$ cat config.mk
export PLATFORM = sky130hd
export DESIGN_NAME = stm_gain_sequencer
export DESIGN_NICKNAME = d
export VERILOG_FILES = /design/src/rtl/stm_gain_sequencer_pkg.sv /design/src/rtl/stm_gain_unpack.sv /design/src/rtl/stm_gain_sequencer.sv
export SDC_FILE = /design/constraint.sdc
export NUM_CORES = 1
export LEC_CHECK = 0
export ABC_AREA = 1
export BUFFER_PORTS_ARGS = -buffer_cell sky130_fd_sc_hd__buf_4
export CAP_MARGIN = 20
export CORE_MARGIN = 2
export CORE_UTILIZATION = 40
export CTS_BUF_LIST = sky130_fd_sc_hd__clkbuf_16
export CTS_CLUSTER_DIAMETER = 30
export DETAILED_ROUTE_END_ITERATION = 10
export PLACE_DENSITY = 0.7
export SYNTH_ARGS = -nofsm -noshare
export SYNTH_HDL_FRONTEND = slang
export SYNTH_SLANG_ARGS = --single-unit
$ cat constraint.sdc
create_clock -name CLK -period 4.2 [get_ports CLK]
set_input_delay 0.84 -clock CLK [delete_from_list [all_inputs] [get_ports CLK]]
set_output_delay 0.84 -clock CLK [all_outputs]
set_load 0.01 [all_outputs]
$ cat src/rtl/stm_gain_sequencer_pkg.sv
// -----------------------------------------------------------------------------
// stm_gain_sequencer_pkg
// Shared STM definitions for the gain-frame read path: memory read latency,
// address/index widths, sequencer state encoding and the tag that travels
// alongside each issued memory address.
// -----------------------------------------------------------------------------
package stm_gain_sequencer_pkg;

    // Cycles from GAIN_ADDR presented to matching VALUE word on the bus.
    localparam int GAIN_MEM_LATENCY = 2;

    localparam int GAIN_IDX_W  = 10;
    localparam int GAIN_ADDR_W = 8;

    typedef enum logic {
        IDLE = 1'b0,
        RUN  = 1'b1
    } gain_seq_state_t;

    // Travels with each issued address so the returning word can be tagged.
    typedef struct packed {
        logic                   vld;
        logic                   last;
        logic [GAIN_ADDR_W-1:0] addr;
    } gain_tag_t;

endpackage

$ cat src/rtl/stm_gain_unpack.sv
// -----------------------------------------------------------------------------
// stm_gain_unpack
// Picks the 16-bit phase/intensity pair of one transducer out of a 64-bit
// memory word (lane = addr[1:0]) and registers it as an output beat.
//
// Ports:
//   CLK, RST_N      clock, async active-low reset
//   VALUE           memory read word, aligned with TAG
//   TAG             valid/last/addr of the address that produced VALUE
//   DOUT_VALID      beat valid
//   DOUT_ADDR       transducer index of the beat
//   PHASE           low byte of the selected lane
//   INTENSITY       high byte of the selected lane
//   DONE            beat is the last one of its frame
// -----------------------------------------------------------------------------
module stm_gain_unpack
    import stm_gain_sequencer_pkg::*;
(
    input  logic                   CLK,
    input  logic                   RST_N,
    input  logic [63:0]            VALUE,
    input  gain_tag_t              TAG,
    output logic                   DOUT_VALID,
    output logic [GAIN_ADDR_W-1:0] DOUT_ADDR,
    output logic [7:0]             PHASE,
    output logic [7:0]             INTENSITY,
    output logic                   DONE
);

    logic [15:0] pair;

    always_comb begin
        pair = VALUE[15:0];
        case (TAG.addr[1:0])
            2'd0: pair = VALUE[15:0];
            2'd1: pair = VALUE[31:16];
            2'd2: pair = VALUE[47:32];
            2'd3: pair = VALUE[63:48];
            default: pair = VALUE[15:0];
        endcase
    end

    // Data registers only move on a valid tag so the outputs hold the last
    // beat between frames.
    always_ff @(posedge CLK or negedge RST_N) begin
        if (!RST_N) begin
            DOUT_VALID <= 1'b0;
            DONE       <= 1'b0;
            DOUT_ADDR  <= '0;
            PHASE      <= '0;
            INTENSITY  <= '0;
        end else begin
            DOUT_VALID <= TAG.vld;
            DONE       <= TAG.vld & TAG.last;
            if (TAG.vld) begin
                DOUT_ADDR <= TAG.addr;
                PHASE     <= pair[7:0];
                INTENSITY <= pair[15:8];
            end
        end
    end

endmodule

$ cat src/rtl/stm_gain_sequencer.sv
// -----------------------------------------------------------------------------
// stm_gain_sequencer
// Reads one gain frame (DEPTH transducers) from the gain-STM segment memory
// per START and streams it out as phase/intensity beats. A START that arrives
// while a frame is running is parked in a one-entry slot (latest wins) and is
// launched with no gap once the current frame issues its last address.
//
// Ports:
//   CLK, RST_N               clock, async active-low reset
//   START                    one-cycle frame request
//   REQ_IDX, REQ_SEGMENT     frame index / segment, sampled with START
//   BUSY                     frame running or beats still in flight
//   GAIN_IDX, GAIN_ADDR,     memory address outputs
//   SEGMENT
//   VALUE                    memory read data (GAIN_MEM_LATENCY cycles late)
//   DOUT_VALID, DOUT_ADDR,   output beat stream
//   PHASE, INTENSITY
//   DONE                     pulse on the last beat of each frame
// -----------------------------------------------------------------------------
module stm_gain_sequencer
    import stm_gain_sequencer_pkg::*;
#(
    parameter int DEPTH = 249
) (
    input  logic                   CLK,
    input  logic                   RST_N,
    input  logic                   START,
    input  logic [GAIN_IDX_W-1:0]  REQ_IDX,
    input  logic                   REQ_SEGMENT,
    output logic                   BUSY,
    output logic [GAIN_IDX_W-1:0]  GAIN_IDX,
    output logic [GAIN_ADDR_W-1:0] GAIN_ADDR,
    output logic                   SEGMENT,
    input  logic [63:0]            VALUE,
    output logic                   DOUT_VALID,
    output logic [GAIN_ADDR_W-1:0] DOUT_ADDR,
    output logic [7:0]             PHASE,
    output logic [7:0]             INTENSITY,
    output logic                   DONE
);

    localparam logic [GAIN_ADDR_W-1:0] LAST_ADDR = GAIN_ADDR_W'(DEPTH - 1);

    gain_seq_state_t       state;
    logic                  pend_vld;
    logic [GAIN_IDX_W-1:0] pend_idx;
    logic                  pend_seg;

    // ---------------- sequencer FSM, address counter, pending slot ----------
    always_ff @(posedge CLK or negedge RST_N) begin
        if (!RST_N) begin
            state     <= IDLE;
            GAIN_IDX  <= '0;
            GAIN_ADDR <= '0;
            SEGMENT   <= 1'b0;
            pend_vld  <= 1'b0;
            pend_idx  <= '0;
            pend_seg  <= 1'b0;
        end else begin
            case (state)
                IDLE: begin
                    if (START) begin
                        GAIN_IDX  <= REQ_IDX;
                        SEGMENT   <= REQ_SEGMENT;
                        GAIN_ADDR <= '0;
                        state     <= RUN;
                    end
                end
                RUN: begin
                    if (GAIN_ADDR == LAST_ADDR) begin
                        // A START on the last-issue cycle is newer than the
                        // parked request, so it takes precedence.
                        if (START) begin
                            GAIN_IDX  <= REQ_IDX;
                            SEGMENT   <= REQ_SEGMENT;
                            GAIN_ADDR <= '0;
                            pend_vld  <= 1'b0;
                        end else if (pend_vld) begin
                            GAIN_IDX  <= pend_idx;
                            SEGMENT   <= pend_seg;
                            GAIN_ADDR <= '0;
                            pend_vld  <= 1'b0;
                        end else begin
                            state <= IDLE;
                        end
                    end else begin
                        GAIN_ADDR <= GAIN_ADDR + 1'b1;
                        if (START) begin
                            pend_vld <= 1'b1;
                            pend_idx <= REQ_IDX;
                            pend_seg <= REQ_SEGMENT;
                        end
                    end
                end
                default: state <= IDLE;
            endcase
        end
    end

    // ---------------- tag pipeline matching the memory latency --------------
    gain_tag_t issue_tag;
    gain_tag_t tag_pipe [1:GAIN_MEM_LATENCY];

    always_comb begin
        issue_tag.vld  = (state == RUN);
        issue_tag.last = (GAIN_ADDR == LAST_ADDR);
        issue_tag.addr = GAIN_ADDR;
    end

    always_ff @(posedge CLK or negedge RST_N) begin
        if (!RST_N) begin
            for (int i = 1; i <= GAIN_MEM_LATENCY; i++) tag_pipe[i] <= '0;
        end else begin
            tag_pipe[1] <= issue_tag;
            for (int i = 2; i <= GAIN_MEM_LATENCY; i++) tag_pipe[i] <= tag_pipe[i-1];
        end
    end

    // ---------------- unpack -------------------------------------------------
    stm_gain_unpack u_unpack (
        .CLK        (CLK),
        .RST_N      (RST_N),
        .VALUE      (VALUE),
        .TAG        (tag_pipe[GAIN_MEM_LATENCY]),
        .DOUT_VALID (DOUT_VALID),
        .DOUT_ADDR  (DOUT_ADDR),
        .PHASE      (PHASE),
        .INTENSITY  (INTENSITY),
        .DONE       (DONE)
    );

    // Busy covers issue plus every beat still travelling to the output.
    always_comb begin
        BUSY = (state == RUN) | DOUT_VALID;
        for (int i = 1; i <= GAIN_MEM_LATENCY; i++) BUSY = BUSY | tag_pipe[i].vld;
    end

endmodule

==> results_dict.tcl <==
set metrics [dict create \
    ios 124 \
    whs_path_depth 0 \
    insertedDiodeCount 0 \
    fmax_mhz 303 \
    grt_overflow 0 \
    clkSlewWorstSetupHoldPaths_ns 0.06 \
    post-route-drc-count 0 \
    synth_edf_count 0 \
    synth.largest_area_cell "dfrtp_1" \
    cts_setup_buffers 0 \
    layout.nets 612 \
    cpPeakStageDelay_ns 0.83 \
    htreeDepth 3 \
    hold_buffers 0 \
    synth_warnings 0 \
    ys_top_cells_by_area "dfrtp_1 (55%), nand2_1 (20%), nand3_1 (3.5%), nand4_1 (3.2%), buf_4 (2.9%)" \
    worstPathArrival_ns 2.46 \
    syn-num-nets 504 \
    reg2regPathDepth 2 \
    drt_iter0_markers 127 \
    cp.required_ns 3.36 \
    synth.most_common_cell "nand2_1" \
    synth_top_cell_area_share_pct 54.8 \
    worstSetupPathType "flip-flop to primary output" \
    ys_seq_area_share_pct 54.8 \
    area_growth_syn_to_layout_pct 33.1 \
    initial_utilization_pct 41.1 \
    num_vias 3120 \
    cts_tree "built" \
    die_h_um 98.4 \
    placeableCoreArea_um2 8680 \
    post_cts_resized 0 \
    async_reset_ff_share_pct 100 \
    die_area_um2 9680 \
    synth.distinct_cells 27 \
    rsz0062_at_grt "false" \
    slew_viol_final 0 \
    dieWidth_um 98.4 \
    cp.depth 3 \
    cap_violations 0 \
    final_util_pct 54.7 \
    tns_ns 0 \
    root_buffer "clkbuf_16" \
    netlist_area_um2 3560 \
    clock_latency_ns 0.34 \
    antenna_found_initial 0 \
    leakage_uw 0.00245 \
    cp_max_fo 27 \
    clock-skew-final_ns 0.00376 \
    critPathBufInv 2 \
    pre_cts_ws_ns 1.24 \
    synth_ff_type "dfrtp_1" \
    place.gp.congestion 0.834 \
    wl_met1_um 3740 \
    wl_met3_um 688 \
    std_cell_rows 34 \
    cpLargestDelayFamily "buffers and inverters" \
    wl_um 8780 \
    cts.path.max_buffers 2 \
    port_buffers 123 \
    cts_buffers 9 \
    regToRegSetupSlack_ns 2.06 \
    dp_hpwl_um 6200 \
    wl_per_cell_um 13.6 \
    hp-class "flip-flop to flip-flop" \
    crit_chain "clkinv_1, nand3_1, buf_4" \
    drtPass1Iterations 4 \
    relSlewSlack_pct 35.4 \
    power_density_nw_per_um2 358 \
    tightest_slew_ns 0.968 \
    ys_ff_latch 78 \
    grt_pass1_wl_um 14300 \
    startpoint_type "flip-flop" \
    synth.avg_cell_area_um2 8.41 \
    avgViaCountPerCell 4.84 \
    setup_slack_ns 0.897 \
    drive_above_1_share_pct 29.1 \
    slowest_stage "dfrtp_1" \
    post-route-cell-area_um2 4740 \
    placed_cell_area_um2 4440 \
    postSynthCellCount 424 \
    min_period_ns 3.30 \
    critPathCaptureType "primary output" \
    grt_max_degree 79 \
    status "finished clean" \
    hold_viol_final 0 \
    vdd_drop_max_v 0.000176 \
    final_cells 645 \
    numClockSinks 78 \
    numPlacedInstances 629 \
    highest_layer "met4" \
    synthTopCellsByCount "nand2_1 (190), dfrtp_1 (78), nand3_1 (25)" \
    final.period_utilization_pct 78.6 \
    met2_length_um 4100 \
    grtUsageTotal_pct 18.5 \
    finalSetupViolCount 0 \
    ant_nets 0 \
    grt_pass1_vias 3052 \
]
==> state kept, by name, indices dropped and copies added (netlist names) <==
register,cells
GAIN_IDX,10
u_unpack.DONE,1
tag_pipe,20
pend_seg,1
u_unpack.DOUT_ADDR,8
GAIN_ADDR,8
u_unpack.INTENSITY,8
u_unpack.DOUT_VALID,1
pend_idx,10
state,1
pend_vld,1
u_unpack.PHASE,8
SEGMENT,1
==> final timing paths <==
check | from | endpoint
min | tag_pipe[17]$_DFF_PN0_ | tag_pipe[7]$_DFF_PN0_
min reg2reg | tag_pipe[17]$_DFF_PN0_ | tag_pipe[7]$_DFF_PN0_
max | tag_pipe[9]$_DFF_PN0_ | BUSY
max reg2reg | tag_pipe[9]$_DFF_PN0_ | u_unpack.DOUT_ADDR[1]$_DFFE_PN0P_
max in group asynchronous | RST_N | u_unpack.INTENSITY[2]$_DFFE_PN0P_
min in group asynchronous | RST_N | u_unpack.DOUT_ADDR[7]$_DFFE_PN0P_
==> stage by stage <==
step | hold WS (ns) | total power, µW
after detailed placement | 0.335 | 922
after floorplan | 0.331 | 832
final | 0.348 | 1700
after CTS | 0.349 | 1720
after global placement | 0.332 | 919
after global routing | 0.352 | 1760
==> cells in the final DEF, fill, tap and decap left out <==
master      count
a21oi_4         1
nand2_1       190
ha_1            2
nor2_1         18
clkinvlp_4      1
nand3_4         1
nor2_4          3
inv_2           5
o21ai_2         1
nor2_2          2
clkbuf_16       9
clkinv_2        1
buf_4         123
o21ai_1        12
bufinv_16       1
dfrtp_1        78
clkinv_1        1
nand4_1        18
inv_8           1
a21oi_1        11
nand3_1        25
o21ai_0         3
o21bai_1        2
inv_6           3
inv_1          21
nand2_8         1
nand2_2         1
nand2_4         2
==> final cells by class <==
type                    instances  area, µm²
clock buffers                   9        225
repair buffers                123        923
multi-input cells             293       1330
clock inverters                 7       80.1
fillers                       790       3940
well taps                     108        135
flip-flops and latches         78       1950
inverters                      27        101
==> kinds of logic after synthesis <==
family	Yosys count	share of synthesized area [%]
adder cells (fa/ha/maj)	2	0.702
flip-flops	78	54.8
buffers and inverters	53	8.04
AND/OR/NAND/NOR	261	31.7
AO/OA/AOI/OAI	30	4.77
==> power by group <==
| group | leakage (µW) | switching, µW | total (µW) | internal [µW] |
|---|---|---|---|---|
| clock | 0.000149 | 323 | 792 | 469 |
| combinational | 0.00137 | 59.3 | 129 | 70.1 |
| sequential | 0.000934 | 9.70 | 778 | 769 |
| total | 0.00245 | 392 | 1700 | 1310 |
==> per-layer routing <==
| layer | GRT usage, % | up-vias |
|---|---|---|
| li1 | - | 1548 |
| met5 | 0 | - |
| met2 | 30.5 | 113 |
| met3 | 4.65 | 17 |
| met1 | 22.7 | 1442 |
| met4 | 9.38 | 0 |
No activity file was read; power rests on OpenSTA's default activity.
